**config.mk**
```make
export PLATFORM = sky130hd
export DESIGN_NAME = seletor_bebida
export DESIGN_NICKNAME = d
export VERILOG_FILES = /design/src/rtl/seletor_bebida.sv
export SDC_FILE = /design/constraint.sdc
export NUM_CORES = 1
export LEC_CHECK = 0
export CORE_ASPECT_RATIO = 1.4
export CORE_MARGIN = 5
export CORE_UTILIZATION = 39
export CTS_CLUSTER_SIZE = 14
export DETAILED_ROUTE_END_ITERATION = 12
export MAX_ROUTING_LAYER = met4
export SLEW_MARGIN = 10
export SYNTH_ARGS = -nofsm -noshare
export SYNTH_HDL_FRONTEND = slang
export SYNTH_SLANG_ARGS = --single-unit
```
**constraint.sdc**
```tcl
create_clock -name clock -period 3.5 [get_ports clock]
set_input_delay 0.875 -clock clock [delete_from_list [all_inputs] [get_ports clock]]
set_output_delay 0.875 -clock clock [all_outputs]
set_load 0.005 [all_outputs]
```
**src/rtl/seletor_bebida.sv**
```systemverilog
// rtl/seletor_bebida.sv - drink selection front end: button debounce, wrap-around code, request handshake
// Bit 0 of the button vectors is "advance", bit 1 is "confirm".
module seletor_bebida #(
  parameter int DEBOUNCE_CICLOS = 4,
  parameter int TIMEOUT_CICLOS  = 64,
  parameter int NUM_OPCOES      = 4
) (
  input  logic       clock,
  input  logic       reset,
  input  logic       botao_avancar,
  input  logic       botao_confirmar,
  input  logic       pedido_aceito,
  input  logic       ocupado,
  output logic       saida1Contador,
  output logic       saida2Contador,
  output logic       pedido_valido,
  output logic [1:0] pedido_codigo,
  output logic       travado
);

  localparam int DCW = $clog2(DEBOUNCE_CICLOS + 1);
  localparam int IW  = $clog2(TIMEOUT_CICLOS);

  typedef enum logic [1:0] {
    SELECIONANDO = 2'd0,
    PEDINDO      = 2'd1,
    PREPARANDO   = 2'd2
  } estado_t;

  estado_t             state, state_next;
  logic [1:0]          sync1, sync2, filt, filt_q;
  logic [1:0][DCW-1:0] dcnt;
  logic [1:0]          ev;
  logic                ev_av, ev_cf;
  logic [1:0]          code, code_inc;
  logic [IW-1:0]       idle;

  // Synchronizers and debounce filters; the filtered level moves only after
  // DEBOUNCE_CICLOS consecutive disagreeing cycles.
  always_ff @(posedge clock or posedge reset) begin
    if (reset) begin
      sync1  <= '0;
      sync2  <= '0;
      filt   <= '0;
      filt_q <= '0;
      dcnt   <= '0;
    end else begin
      sync1  <= {botao_confirmar, botao_avancar};
      sync2  <= sync1;
      filt_q <= filt;
      for (int i = 0; i < 2; i++) begin
        if (sync2[i] == filt[i]) begin
          dcnt[i] <= '0;
        end else if (dcnt[i] == DCW'(DEBOUNCE_CICLOS - 1)) begin
          filt[i] <= sync2[i];
          dcnt[i] <= '0;
        end else begin
          dcnt[i] <= dcnt[i] + DCW'(1);
        end
      end
    end
  end

  assign ev    = filt & ~filt_q;
  assign ev_av = ev[0];
  assign ev_cf = ev[1];

  assign code_inc = (code == 2'(NUM_OPCOES - 1)) ? 2'd0 : code + 2'd1;

  always_ff @(posedge clock or posedge reset) begin
    if (reset) begin
      state <= SELECIONANDO;
    end else begin
      state <= state_next;
    end
  end

  always_comb begin
    state_next = state;
    case (state)
      SELECIONANDO: if (ev_cf && !ocupado) state_next = PEDINDO;
      PEDINDO:      if (pedido_aceito)     state_next = PREPARANDO;
      PREPARANDO:   if (!ocupado)          state_next = SELECIONANDO;
      default:                             state_next = SELECIONANDO;
    endcase
  end

  // Code, idle timer and latched request code. Confirm has priority over
  // advance, and an advance event has priority over the idle timeout.
  always_ff @(posedge clock or posedge reset) begin
    if (reset) begin
      code          <= '0;
      idle          <= '0;
      pedido_codigo <= '0;
    end else if (state == SELECIONANDO) begin
      if (ev_cf && !ocupado) begin
        pedido_codigo <= code;
        idle          <= '0;
      end else if (ev_av) begin
        code <= code_inc;
        idle <= '0;
      end else if (ev_cf) begin
        idle <= '0;
      end else if (idle == IW'(TIMEOUT_CICLOS - 1)) begin
        code <= '0;
        idle <= '0;
      end else begin
        idle <= idle + IW'(1);
      end
    end else begin
      idle <= '0;
    end
  end

  always_comb begin
    pedido_valido  = (state == PEDINDO);
    travado        = (state != SELECIONANDO) || ocupado;
    saida1Contador = code[1];
    saida2Contador = code[0];
  end

endmodule
```
==> results.md <==
- The flow ran to the end, and the final reports show no timing, DRC or antenna violations.
- Counting distinct cell types in the post-synthesis netlist gives 20.
- The number of inserted diodes is 0.
- The worst hold path belongs to the class reg -> reg.
- The maximum level of the CTS H-tree is 1.
- The slew at the pin closest to its max-slew limit is 0.9565 ns.
- Prior to clock tree synthesis, the placed netlist has a worst setup slack of 0.4658 ns.
- The total instance count after detailed placement is 134.
- The initial utilization of the core area, before any placement, comes to 40.28%.
- Once detail routing completed, the nets flagged for antenna violations numbered 0.
- The average detailed-routed wire length per instance is 10.24 um.
- The count of instances resized after the clock tree is built is 0.
- The number of global-route vias before repair came to 650.
- The number of CTS-inserted buffers is 3.
- The growth of design area from synthesis to finish is 19.93%.
- The number of design rule violations left after detail routing is 0.
- The count of non-filler cells in the finished layout is 138.
- The die is 71.17 um tall.
- Of the synthesized area, sequential elements account for 62.42%.
- Setup repair after global routing left no endpoint under its margin.
- The global-route wire length before repair is 2663 um.
- The leakage power figure is 0.5644 nW.
- The post-CTS setup buffer count is 0.
- After legalization and detailed placement, the total HPWL measured 1078 um.
- The count of nets after finishing is 113.
- Using the TritonRoute via totals, the vias-per-cell ratio works out to 4.609.
- Global routing consumed, over all layers together, 9.567% of the routing resources.
- STA classifies the critical path endpoint as an output pin.
- The count of state elements after synthesis is 26.
- Counting I/O delays and the setup requirement, the final critical path takes 3.023 ns.
- At the end of routability-driven placement, the weighted congestion stood at 0.7846.
- The pin count of the biggest net entering global routing is 27.
- Across all setup checks in the final design, the least slack found is 0.4774 ns.
- Clock tree synthesis selected as its root buffer the cell sky130_fd_sc_hd__clkbuf_4.
- The number of iterations in the first detailed-routing pass is 3.
- The total of hold buffers inserted after clock tree synthesis is 0.
- The count of buffers inserted at the top-level ports is 11.
- The global-route congestion overflow total is 0.
- Detailed routing inserted a total of 636 vias.
- The netlist area before placement is 1042 um2.
- The clock-pin slew on the worst setup and hold paths is 0.13 ns.
- The number of antenna violations at the first check in global routing was 0.
- The clock insertion delay at the later pin of the skew report is 0.31 ns.
- The TritonCTS sink count is 26.
- The cell row count is 22.
- The core region area is 2587 um2.
- The worst register-to-register path has a setup slack of 2.28 ns.
- TritonCTS built the clock tree.
- The worst-case reg-to-reg path depth is 5.
- The final hold violation count is 0.
- The share of post-route cells with drive strength above 1 is 10.78%.
- The depth of the worst hold-timing path is 0.
- Measured against its own limit, the worst slew margin works out to 36.16%.
- The launch point of the worst hold path is sync1[1]$_DFF_PP0_.
- The classification of the worst setup path is in -> out.
- The number of warnings issued by yosys is 0.
- The floorplan step set the die width to 53.69 um.
- The clock arrives with 0.004017 ns of skew.
- Total power for the finished layout comes to 0.9791 mW.
- The maximum ir drop on the vdd rail is 0.3565 mV.
- Setup violations remaining at the end of the flow were counted as 0.
- The worst hold endpoint is sync2[1]$_DFF_PP0_.
- The required time of the critical path is 2.62 ns.
- The synthesized netlist net count is 97.
- The endpoint of the lowest-slack register-to-register path is code[0]$_DFFE_PP0P_.
- The final worst-path cycle share is 86.36%.
- The number of violations reported at the end of detailed-routing iteration 0 is 8.
- The power per unit of standard cell area is 783.3 nW/um2.
- The final max-slew violation count is 0.
- The worst register-to-register path begins at idle[0]$_DFF_PP0_.
- The wire length reported by the detailed router is 1413 um.
- The floorplan step defined a die boundary enclosing 3821 um2.
- Timing would allow up to 330.8 MHz.
- In this run the mean area of a mapped cell was 11.98 um2.
- The summed negative setup slack over all endpoints is 0 ns.
- The startpoint kind of the worst setup timing path is an input port.
- The worst path arrival time is 2.15 ns.
- The tool flagged a number of max-cap violations equal to 0.
- Along the worst path, the maximum fanout reaches 3.
- Pin placement for this block handled 12 I/O pins.
- The number of instances in the synthesized netlist is 87.
- The number of buffers on the longest clock path is 2.
[layout make-up]
| class | instances | area [um2] |
|---|---|---|
| clock inverter | 1 | 30.03 |
| multi-input combinational | 56 | 372.9 |
| clock buffer | 3 | 22.52 |
| timing repair buffer | 11 | 110.1 |
| tap | 36 | 45.04 |
| inverter | 5 | 18.77 |
| fill | 264 | 1338 |
| sequential | 26 | 650.6 |
[kinds of logic after synthesis]
family,after synthesis,share of synthesized area [%]
mux,2,2.161
simple gates,36,18.61
fa+ha+maj,4,4.802
flops,26,62.42
buf+inv,5,1.801
compound gates,8,5.163
xor+xnor,6,5.042
[cell usage after synthesis]
cell                       instances  area (um2)
sky130_fd_sc_hd__dfrtp_1          26       650.6
sky130_fd_sc_hd__ha_1              4       50.05
sky130_fd_sc_hd__inv_1             5       18.77
sky130_fd_sc_hd__mux2_2            2       22.52
sky130_fd_sc_hd__nand2_1           6       22.52
sky130_fd_sc_hd__nand2b_1          3       18.77
sky130_fd_sc_hd__nand3_1           6       30.03
sky130_fd_sc_hd__nor2_1            9       33.78
sky130_fd_sc_hd__nor2_4            1       11.26
sky130_fd_sc_hd__nor2b_1           3       18.77
sky130_fd_sc_hd__nor3_1            2       10.01
sky130_fd_sc_hd__nor3b_1           4       30.03
sky130_fd_sc_hd__nor3b_2           1       12.51
sky130_fd_sc_hd__o21a_2            1       8.760
sky130_fd_sc_hd__o21ai_0           4       20.02
sky130_fd_sc_hd__o21ai_2           2       17.52
sky130_fd_sc_hd__o21bai_1          1       7.510
sky130_fd_sc_hd__or3_1             1       6.260
sky130_fd_sc_hd__xnor2_1           4       35.03
sky130_fd_sc_hd__xor2_1            2       17.52
[placed cells by master, fill, tap and decap left out, drive strengths merged, types with 4 or more instances in the layout]
master         instances
clkdlybuf4s50         11
dfrtp                 26
ha                     4
inv                    5
nand2                  6
nand3                  6
nor2                  10
nor3b                  5
o21ai                  6
xnor2                  4
[worst max-delay path, stage by stage]
cell	delay, ns
sky130_fd_sc_hd__clkdlybuf4s50_1	0.45
sky130_fd_sc_hd__or3_1	0.37
sky130_fd_sc_hd__clkdlybuf4s50_1	0.45
[power breakdown]
| part | internal, mW | switching, mW | total (mW) |
|---|---|---|---|
| clock | 0.116 | 0.0808 | 0.197 |
| sequential | 0.389 | 0.0663 | 0.455 |
| combinational | 0.176 | 0.152 | 0.327 |
[per-layer routing]
layer / wire (um) / up-vias / track usage, %
met5: 0 / - / -
met3: 33 / 2 / 1.895
met1: 658 / 309 / 11.34
met4: 25 / 0 / 5.966
met2: 695 / 7 / 14.42
li1: - / 318 / -
[worst max-delay path by stage]
stage | startpoint | to | cells after the start
floorplan | ocupado | travado | 1
global placement | ocupado | travado | 3
detailed placement | ocupado | travado | 3
CTS | ocupado | travado | 3
global route | ocupado | travado | 3
finish | ocupado | travado | 3
[sequential cells by signal (all words and copies together), names as in the netlist]
name,count
pedido_codigo,2
filt_q,2
idle,6
sync1,2
dcnt,6
sync2,2
code,2
state,2
filt,2
[stage by stage]
step	hold WS, ns	instance area, um2	util, %
after floorplan	0.3312	1042	-
after global placement	0.3335	1197	46.28
after detailed placement	0.3364	1197	46.28
after CTS	0.3690	1250	48.31
after global routing	0.3784	1250	48.31
final	0.3631	1250	48.31
No activity file was read; power rests on OpenSTA's default activity.
